===== src/rtl/ex_hazard_ctrl_if.sv =====
// ex_hazard_ctrl_if
//   Bundle between the ID stage and the hazard scheduler.
//   master : ID-side driver (decoded ID fields, ex_taken) that consumes the
//            forwarding selects, stall/flush strobes, state and counters.
//   slave  : the hazard scheduler itself.
//   RW     : register-index width, CNT_W : performance counter width.
interface ex_hazard_ctrl_if #(
    parameter int RW    = 5,
    parameter int CNT_W = 16
);
    // ID-side inputs to the scheduler
    logic             id_valid;
    logic [RW-1:0]    id_rs;
    logic [RW-1:0]    id_rt;
    logic             id_use_rs;
    logic             id_use_rt;
    logic             id_wreg;
    logic             id_m2reg;
    logic [RW-1:0]    id_destR;
    logic             ex_taken;
    // scheduler outputs
    logic [1:0]       id_fwda;
    logic [1:0]       id_fwdb;
    logic             pc_stall;
    logic             ifid_stall;
    logic             idex_bubble;
    logic             ifid_flush;
    logic [1:0]       ctrl_state;
    logic [CNT_W-1:0] stall_cnt;
    logic [CNT_W-1:0] flush_cnt;

    modport master (
        output id_valid, id_rs, id_rt, id_use_rs, id_use_rt,
               id_wreg, id_m2reg, id_destR, ex_taken,
        input  id_fwda, id_fwdb, pc_stall, ifid_stall, idex_bubble,
               ifid_flush, ctrl_state, stall_cnt, flush_cnt
    );

    modport slave (
        input  id_valid, id_rs, id_rt, id_use_rs, id_use_rt,
               id_wreg, id_m2reg, id_destR, ex_taken,
        output id_fwda, id_fwdb, pc_stall, ifid_stall, idex_bubble,
               ifid_flush, ctrl_state, stall_cnt, flush_cnt
    );
endinterface


===== src/rtl/ex_hazard_ctrl.sv =====
// ex_hazard_ctrl
//   Hazard scheduler for the 5-stage pipeline. Shadows the EX/MEM/WB
//   producers, generates EX operand forwarding selects for the instruction
//   in ID, a one-cycle load-use stall, and the taken-branch squash.
//   Ports:
//     clk  : rising-edge clock
//     rst  : synchronous reset, active-high
//     hz   : ex_hazard_ctrl_if.slave (ID fields in; fwd selects, stall/flush
//            strobes, ctrl_state, saturating stall/flush counters out)
//   All hazard outputs are combinational; ctrl_state and counters are
//   registered.
module ex_hazard_ctrl #(
    parameter int RW    = 5,
    parameter int CNT_W = 16
) (
    input  logic             clk,
    input  logic             rst,
    ex_hazard_ctrl_if.slave  hz
);

    typedef struct packed {
        logic          v;
        logic          wreg;
        logic          m2reg;
        logic [RW-1:0] dest;
    } shadow_t;

    typedef enum logic [1:0] {
        ST_RUN      = 2'b00,
        ST_LU_STALL = 2'b01,
        ST_FLUSH    = 2'b10
    } state_t;

    localparam logic [1:0] FWD_RF  = 2'b00;
    localparam logic [1:0] FWD_MEM = 2'b01;
    localparam logic [1:0] FWD_WB  = 2'b10;

    shadow_t ex_q, mem_q, wb_q;
    state_t  state_q, state_nxt;
    logic    lu;

    // r0 is hard-wired zero, so a producer targeting it never matches.
    function automatic logic match(input shadow_t s, input logic [RW-1:0] r);
        return s.v & s.wreg & (s.dest == r) & (r != '0);
    endfunction

    // Operand 0 = rs (ALU A), operand 1 = rt (ALU B); identical rules.
    logic [1:0][RW-1:0] op_idx;
    logic [1:0]         op_use;
    logic [1:0]         op_ld_hit;
    logic [1:0][1:0]    op_fwd;

    assign op_idx[0] = hz.id_rs;
    assign op_idx[1] = hz.id_rt;
    assign op_use[0] = hz.id_valid & hz.id_use_rs;
    assign op_use[1] = hz.id_valid & hz.id_use_rt;

    for (genvar i = 0; i < 2; i++) begin : g_op
        // Youngest producer wins; a load in EX cannot forward yet (stall
        // covers it), and WB never forwards since the regfile is write-first.
        always_comb begin
            op_fwd[i] = FWD_RF;
            if (op_use[i]) begin
                if (match(ex_q, op_idx[i]) && !ex_q.m2reg)
                    op_fwd[i] = FWD_MEM;
                else if (match(mem_q, op_idx[i]))
                    op_fwd[i] = FWD_WB;
            end
        end
        assign op_ld_hit[i] = op_use[i] & match(ex_q, op_idx[i]);
    end

    assign lu = hz.id_valid & ex_q.m2reg & (|op_ld_hit);

    assign hz.id_fwda = op_fwd[0];
    assign hz.id_fwdb = op_fwd[1];

    // A taken branch wins over load-use: the PC must move to the target,
    // and the stalled consumer is on the wrong path anyway.
    assign hz.pc_stall    = lu & ~hz.ex_taken;
    assign hz.ifid_stall  = lu & ~hz.ex_taken;
    assign hz.idex_bubble = lu | hz.ex_taken;
    assign hz.ifid_flush  = hz.ex_taken;
    assign hz.ctrl_state  = state_q;

    // Shadow pipeline mirrors what the ID/EX, EX/MEM, MEM/WB registers hold.
    always_ff @(posedge clk) begin
        if (rst) begin
            ex_q  <= '0;
            mem_q <= '0;
            wb_q  <= '0;
        end else begin
            wb_q       <= mem_q;
            mem_q      <= ex_q;
            ex_q.v     <= hz.id_valid & ~hz.idex_bubble;
            ex_q.wreg  <= hz.id_wreg;
            ex_q.m2reg <= hz.id_m2reg & hz.id_valid & ~hz.idex_bubble;
            ex_q.dest  <= hz.id_destR;
        end
    end

    always_ff @(posedge clk) begin
        if (rst) state_q <= ST_RUN;
        else     state_q <= state_nxt;
    end

    always_comb begin
        state_nxt = ST_RUN;
        if (hz.ex_taken) state_nxt = ST_FLUSH;
        else if (lu)     state_nxt = ST_LU_STALL;
    end

    // Saturating counters: hold at all-ones instead of wrapping.
    always_ff @(posedge clk) begin
        if (rst) begin
            hz.stall_cnt <= '0;
            hz.flush_cnt <= '0;
        end else begin
            if (lu && !hz.ex_taken && hz.stall_cnt != '1)
                hz.stall_cnt <= hz.stall_cnt + 1'b1;
            if (hz.ex_taken && hz.flush_cnt != '1)
                hz.flush_cnt <= hz.flush_cnt + 1'b1;
        end
    end

endmodule


===== src/flat_wrapper.sv =====
// flat-port wrapper written by rule: the top's interface ports become plain ports
module ex_hazard_ctrl_flat 
#(
    parameter int RW    = 5,
    parameter int CNT_W = 16
)
  (clk, rst, hz_id_valid, hz_id_rs, hz_id_rt, hz_id_use_rs, hz_id_use_rt, hz_id_wreg, hz_id_m2reg, hz_id_destR, hz_ex_taken, hz_id_fwda, hz_id_fwdb, hz_pc_stall, hz_ifid_stall, hz_idex_bubble, hz_ifid_flush, hz_ctrl_state, hz_stall_cnt, hz_flush_cnt);
  ex_hazard_ctrl_if #(.RW(RW), .CNT_W(CNT_W)) hz_i ();
  input  logic clk;
  input  logic rst;
  input wire logic [$bits(hz_i.id_valid)-1:0] hz_id_valid;
  input wire logic [$bits(hz_i.id_rs)-1:0] hz_id_rs;
  input wire logic [$bits(hz_i.id_rt)-1:0] hz_id_rt;
  input wire logic [$bits(hz_i.id_use_rs)-1:0] hz_id_use_rs;
  input wire logic [$bits(hz_i.id_use_rt)-1:0] hz_id_use_rt;
  input wire logic [$bits(hz_i.id_wreg)-1:0] hz_id_wreg;
  input wire logic [$bits(hz_i.id_m2reg)-1:0] hz_id_m2reg;
  input wire logic [$bits(hz_i.id_destR)-1:0] hz_id_destR;
  input wire logic [$bits(hz_i.ex_taken)-1:0] hz_ex_taken;
  output wire logic [$bits(hz_i.id_fwda)-1:0] hz_id_fwda;
  output wire logic [$bits(hz_i.id_fwdb)-1:0] hz_id_fwdb;
  output wire logic [$bits(hz_i.pc_stall)-1:0] hz_pc_stall;
  output wire logic [$bits(hz_i.ifid_stall)-1:0] hz_ifid_stall;
  output wire logic [$bits(hz_i.idex_bubble)-1:0] hz_idex_bubble;
  output wire logic [$bits(hz_i.ifid_flush)-1:0] hz_ifid_flush;
  output wire logic [$bits(hz_i.ctrl_state)-1:0] hz_ctrl_state;
  output wire logic [$bits(hz_i.stall_cnt)-1:0] hz_stall_cnt;
  output wire logic [$bits(hz_i.flush_cnt)-1:0] hz_flush_cnt;
  assign hz_i.id_valid = hz_id_valid;
  assign hz_i.id_rs = hz_id_rs;
  assign hz_i.id_rt = hz_id_rt;
  assign hz_i.id_use_rs = hz_id_use_rs;
  assign hz_i.id_use_rt = hz_id_use_rt;
  assign hz_i.id_wreg = hz_id_wreg;
  assign hz_i.id_m2reg = hz_id_m2reg;
  assign hz_i.id_destR = hz_id_destR;
  assign hz_i.ex_taken = hz_ex_taken;
  assign hz_id_fwda = hz_i.id_fwda;
  assign hz_id_fwdb = hz_i.id_fwdb;
  assign hz_pc_stall = hz_i.pc_stall;
  assign hz_ifid_stall = hz_i.ifid_stall;
  assign hz_idex_bubble = hz_i.idex_bubble;
  assign hz_ifid_flush = hz_i.ifid_flush;
  assign hz_ctrl_state = hz_i.ctrl_state;
  assign hz_stall_cnt = hz_i.stall_cnt;
  assign hz_flush_cnt = hz_i.flush_cnt;
  ex_hazard_ctrl #(.RW(RW), .CNT_W(CNT_W)) u_core (.clk(clk), .rst(rst), .hz(hz_i));
endmodule

===== config.mk =====
export PLATFORM = sky130hd
export DESIGN_NAME = ex_hazard_ctrl_flat
export DESIGN_NICKNAME = d
export VERILOG_FILES = /design/src/rtl/ex_hazard_ctrl_if.sv /design/src/rtl/ex_hazard_ctrl.sv /design/src/flat_wrapper.sv
export SDC_FILE = /design/constraint.sdc
export NUM_CORES = 1
export LEC_CHECK = 0
export ABC_AREA = 1
export CAP_MARGIN = 20
export CORE_MARGIN = 2
export CORE_UTILIZATION = 35
export CTS_CLUSTER_SIZE = 30
export DETAILED_ROUTE_END_ITERATION = 16
export SYNTH_ARGS = -nofsm -noshare
export SYNTH_HDL_FRONTEND = slang
export SYNTH_SLANG_ARGS = --single-unit

===== constraint.sdc =====
create_clock -name clk -period 4.6 [get_ports clk]
set_input_delay 0.92 -clock clk [delete_from_list [all_inputs] [get_ports clk]]
set_output_delay 0.92 -clock clk [all_outputs]
set_load 0.02 [all_outputs]

==> metrics.yaml <==
synthesis:
  netlist_area_sq_mm: 0.00283
  syn_inst: 430
  synth_top_area_share_pct: 34.7
  post_synth_num_cell_types: 37
  synth_top_area_cell: "dfxtp_1"
  ys_warn_count: 0
  ys_seq_area_share_pct: 34.7
  synthesis.nets: 455
  yosys_register_bits: 49
  synth_top_cells_by_area: "dfxtp_1 35%, nand2_1 12%, inv_1 11%"
  syn_avg_cell_area_sq_um: 6.57
floorplanning:
  rows: 32
  die_width_um: 93.8
  die-area_sq_mm: 0.00881
  core_sq_mm: 0.00777
  die_h_um: 93.8
  start_util_pct: 36.4
  io_pins: 65
layout:
  fin_nets: 520
  layout_common_cells: "93 x nand2_1, 85 x inv_1, 75 x nor2_1, 64 x clkdlybuf4s50_1, 49 x dfxtp_1"
  finalCoreUtilization_pct: 46.8
  antennaDiodeCount: 0
  final_common_cell: "nand2_1"
  area_growth_pct: 28.6
  final_area_sq_mm: 0.00363
  drive_gt1_share_pct: 6.65
clock_network:
  postCtsSetupBuffers: 0
  clkTransAtPathRegs_ps: 90
  post_cts_resized: 0
  clk_latency_ps: 300
  cts.sinks: 49
  cts_max_level: 2
  ctsHoldBuffers: 0
  cts_tree: "yes"
  numCtsBuffers: 5
  clk_path_buf_depth: 2
  cts-root-buf: "clkbuf_8"
routing:
  drc: 0
  wl_per_cell_um: 11.4
  drtIter0Drc: 72
  vias: 2757
  postRouteAntennaNets: 0
  dr.pass1.iters: 5
  viasPerCell: 4.61
  wl_um: 6790
timing:
  final.period_utilization_pct: 88.0
  clock.fmax_mhz: 247
  clock-skew-final_ps: 5.80
  timing.final.max_slew_violations: 0
  rsz0062_at_grt: "no"
  finalSetupViolations: 0
  worstMarginPinSlew_ps: 561
  timing.final.ws_setup_ps: 551
  report.final.hold_viol_count: 0
  period_minus_slack_ps: 4050
  relSlewSlack_pct: 62.6
  timing.setup.tns_ps: 0
global_routing:
  grt_pass1_vias: 2649
  grt_pass1_wl_um: 11500
  overflow: 0
  antenna_found_initial: 0
  track_usage_pct: 16.0
  grt_max_degree: 32
worst_setup_path:
  critPathMaxFanout: 15
  critPathLaunchType: "input port"
  cp.required_ps: 3680
  worst_setup_path_end_kind: "output port"
  r2r-end: "u_core.hz.stall_cnt[15]"
  path_class: "in -> out"
  arrival_ps: 3130
  reg2reg_depth: 10
  crit-reg2reg-launch: "u_core.hz.stall_cnt[0]"
  rrSetupSlack_ps: 2740
place:
  hpwl_um: 5040
  place_worst_setup_slack_ps: 514
  io_buffer_count: 64
  gp_congestion: 0.884
  place_area_sq_mm: 0.00355
min_path:
  holdPathEnd: "u_core.mem_q[6]"
  hp-start: "u_core.ex_q[6]"
  hold_path_class: "reg -> reg"
  hold_depth: 2
run_status:
  status: "completed"
pwr:
  vdd_drop_max_mv: 0.111
  power.leakage_nw: 1.61
  p_per_area_mw_per_mm2: 213
flow_run:
  drv_cap: 0
[state kept, by name, indices dropped and copies added, names as in the netlist]
register	cells
u_core.ex_q	8
u_core.hz.ctrl_state	2
u_core.hz.flush_cnt	16
u_core.hz.stall_cnt	16
u_core.mem_q	7
[final cells by class]
class	count	area, sq um
Multi-Input combinational cell	284	1450
Fill cell	839	4140
Timing Repair Buffer	67	663
Tap cell	102	128
Clock inverter	2	10.0
Inverter	88	330
Clock buffer	6	72.6
Sequential cell	49	981
[logic make-up after synthesis]
kind of cell    count (synthesis)  synth area share (%)
simple gates                  229                  37.7
xor+xnor                       11                  3.41
flops                          49                  34.7
buf+inv                        97                  14.0
compound gates                 42                  9.26
fa+ha+maj                       2                 0.886
[cells in the mapped netlist]
master,number
xor2_1,6
nor3_1,10
nand4_1,10
nand2_2,2
a21oi_1,13
o211a_1,1
a22o_1,1
ha_1,2
buf_4,4
nand2_1,93
buf_2,1
or2_2,1
nor3b_1,1
or2_1,1
o211ai_1,1
inv_1,85
nand3_1,18
nand4_2,10
o21ai_0,10
o22ai_1,2
nor2_2,2
o21bai_1,11
a31o_2,1
clkinv_1,1
nor2_1,75
buf_12,1
a211oi_1,1
a211o_1,1
nand2_4,1
nand3_2,2
inv_2,2
nand3b_1,1
dfxtp_1,49
clkbuf_1,3
xnor2_1,5
nor3_2,1
nor3b_2,1
[power breakdown]
| part | internal (mW) | total [mW] | switching (mW) |
|---|---|---|---|
| registers | 0.432 | 0.439 | 0.00684 |
| clock network | 0.106 | 0.249 | 0.143 |
| logic | 0.0408 | 0.0858 | 0.0449 |
[layer usage]
metal,vias up,share of wire (%),track usage [%]
met4,0,1.2,5.07
met3,8,5.7,4.01
met1,1222,50,20.9
met5,-,0,0
li1,1463,-,-
met2,64,43,26.0
[how the worst max path moves through the flow]
| stage | from | end | slack, ps | depth (start not counted) |
|---|---|---|---|---|
| floorplan | hz_id_rt[2] | hz_pc_stall | 1660 | 10 |
| global placement | hz_id_rs[3] | hz_pc_stall | 560 | 9 |
| detailed placement | hz_id_rs[3] | hz_ifid_stall | 510 | 9 |
| CTS | hz_id_rs[3] | hz_ifid_stall | 510 | 9 |
| global route | hz_id_rs[3] | hz_pc_stall | 350 | 9 |
| finish | hz_id_rs[1] | hz_pc_stall | 550 | 9 |
[stage by stage]
stage               total power, mW  hold slack (ps)  cells
global placement              0.534              416    590
finish                        0.774              425    598
detailed placement            0.535              418    590
global route                  0.816              441    598
CTS                           0.791              430    598
floorplan                     0.495              403    430
[worst max-delay path, cell delays in order]
cell and delay (ps):
clkdlybuf4s50_1 550, xnor2_1 140, nand2_1 70, nor2_1 170
nand3_2 130, nand2_4 210, nand2_1 130, nor2_2 150
clkdlybuf4s50_1 650
Power figures use the tool's default switching activity.
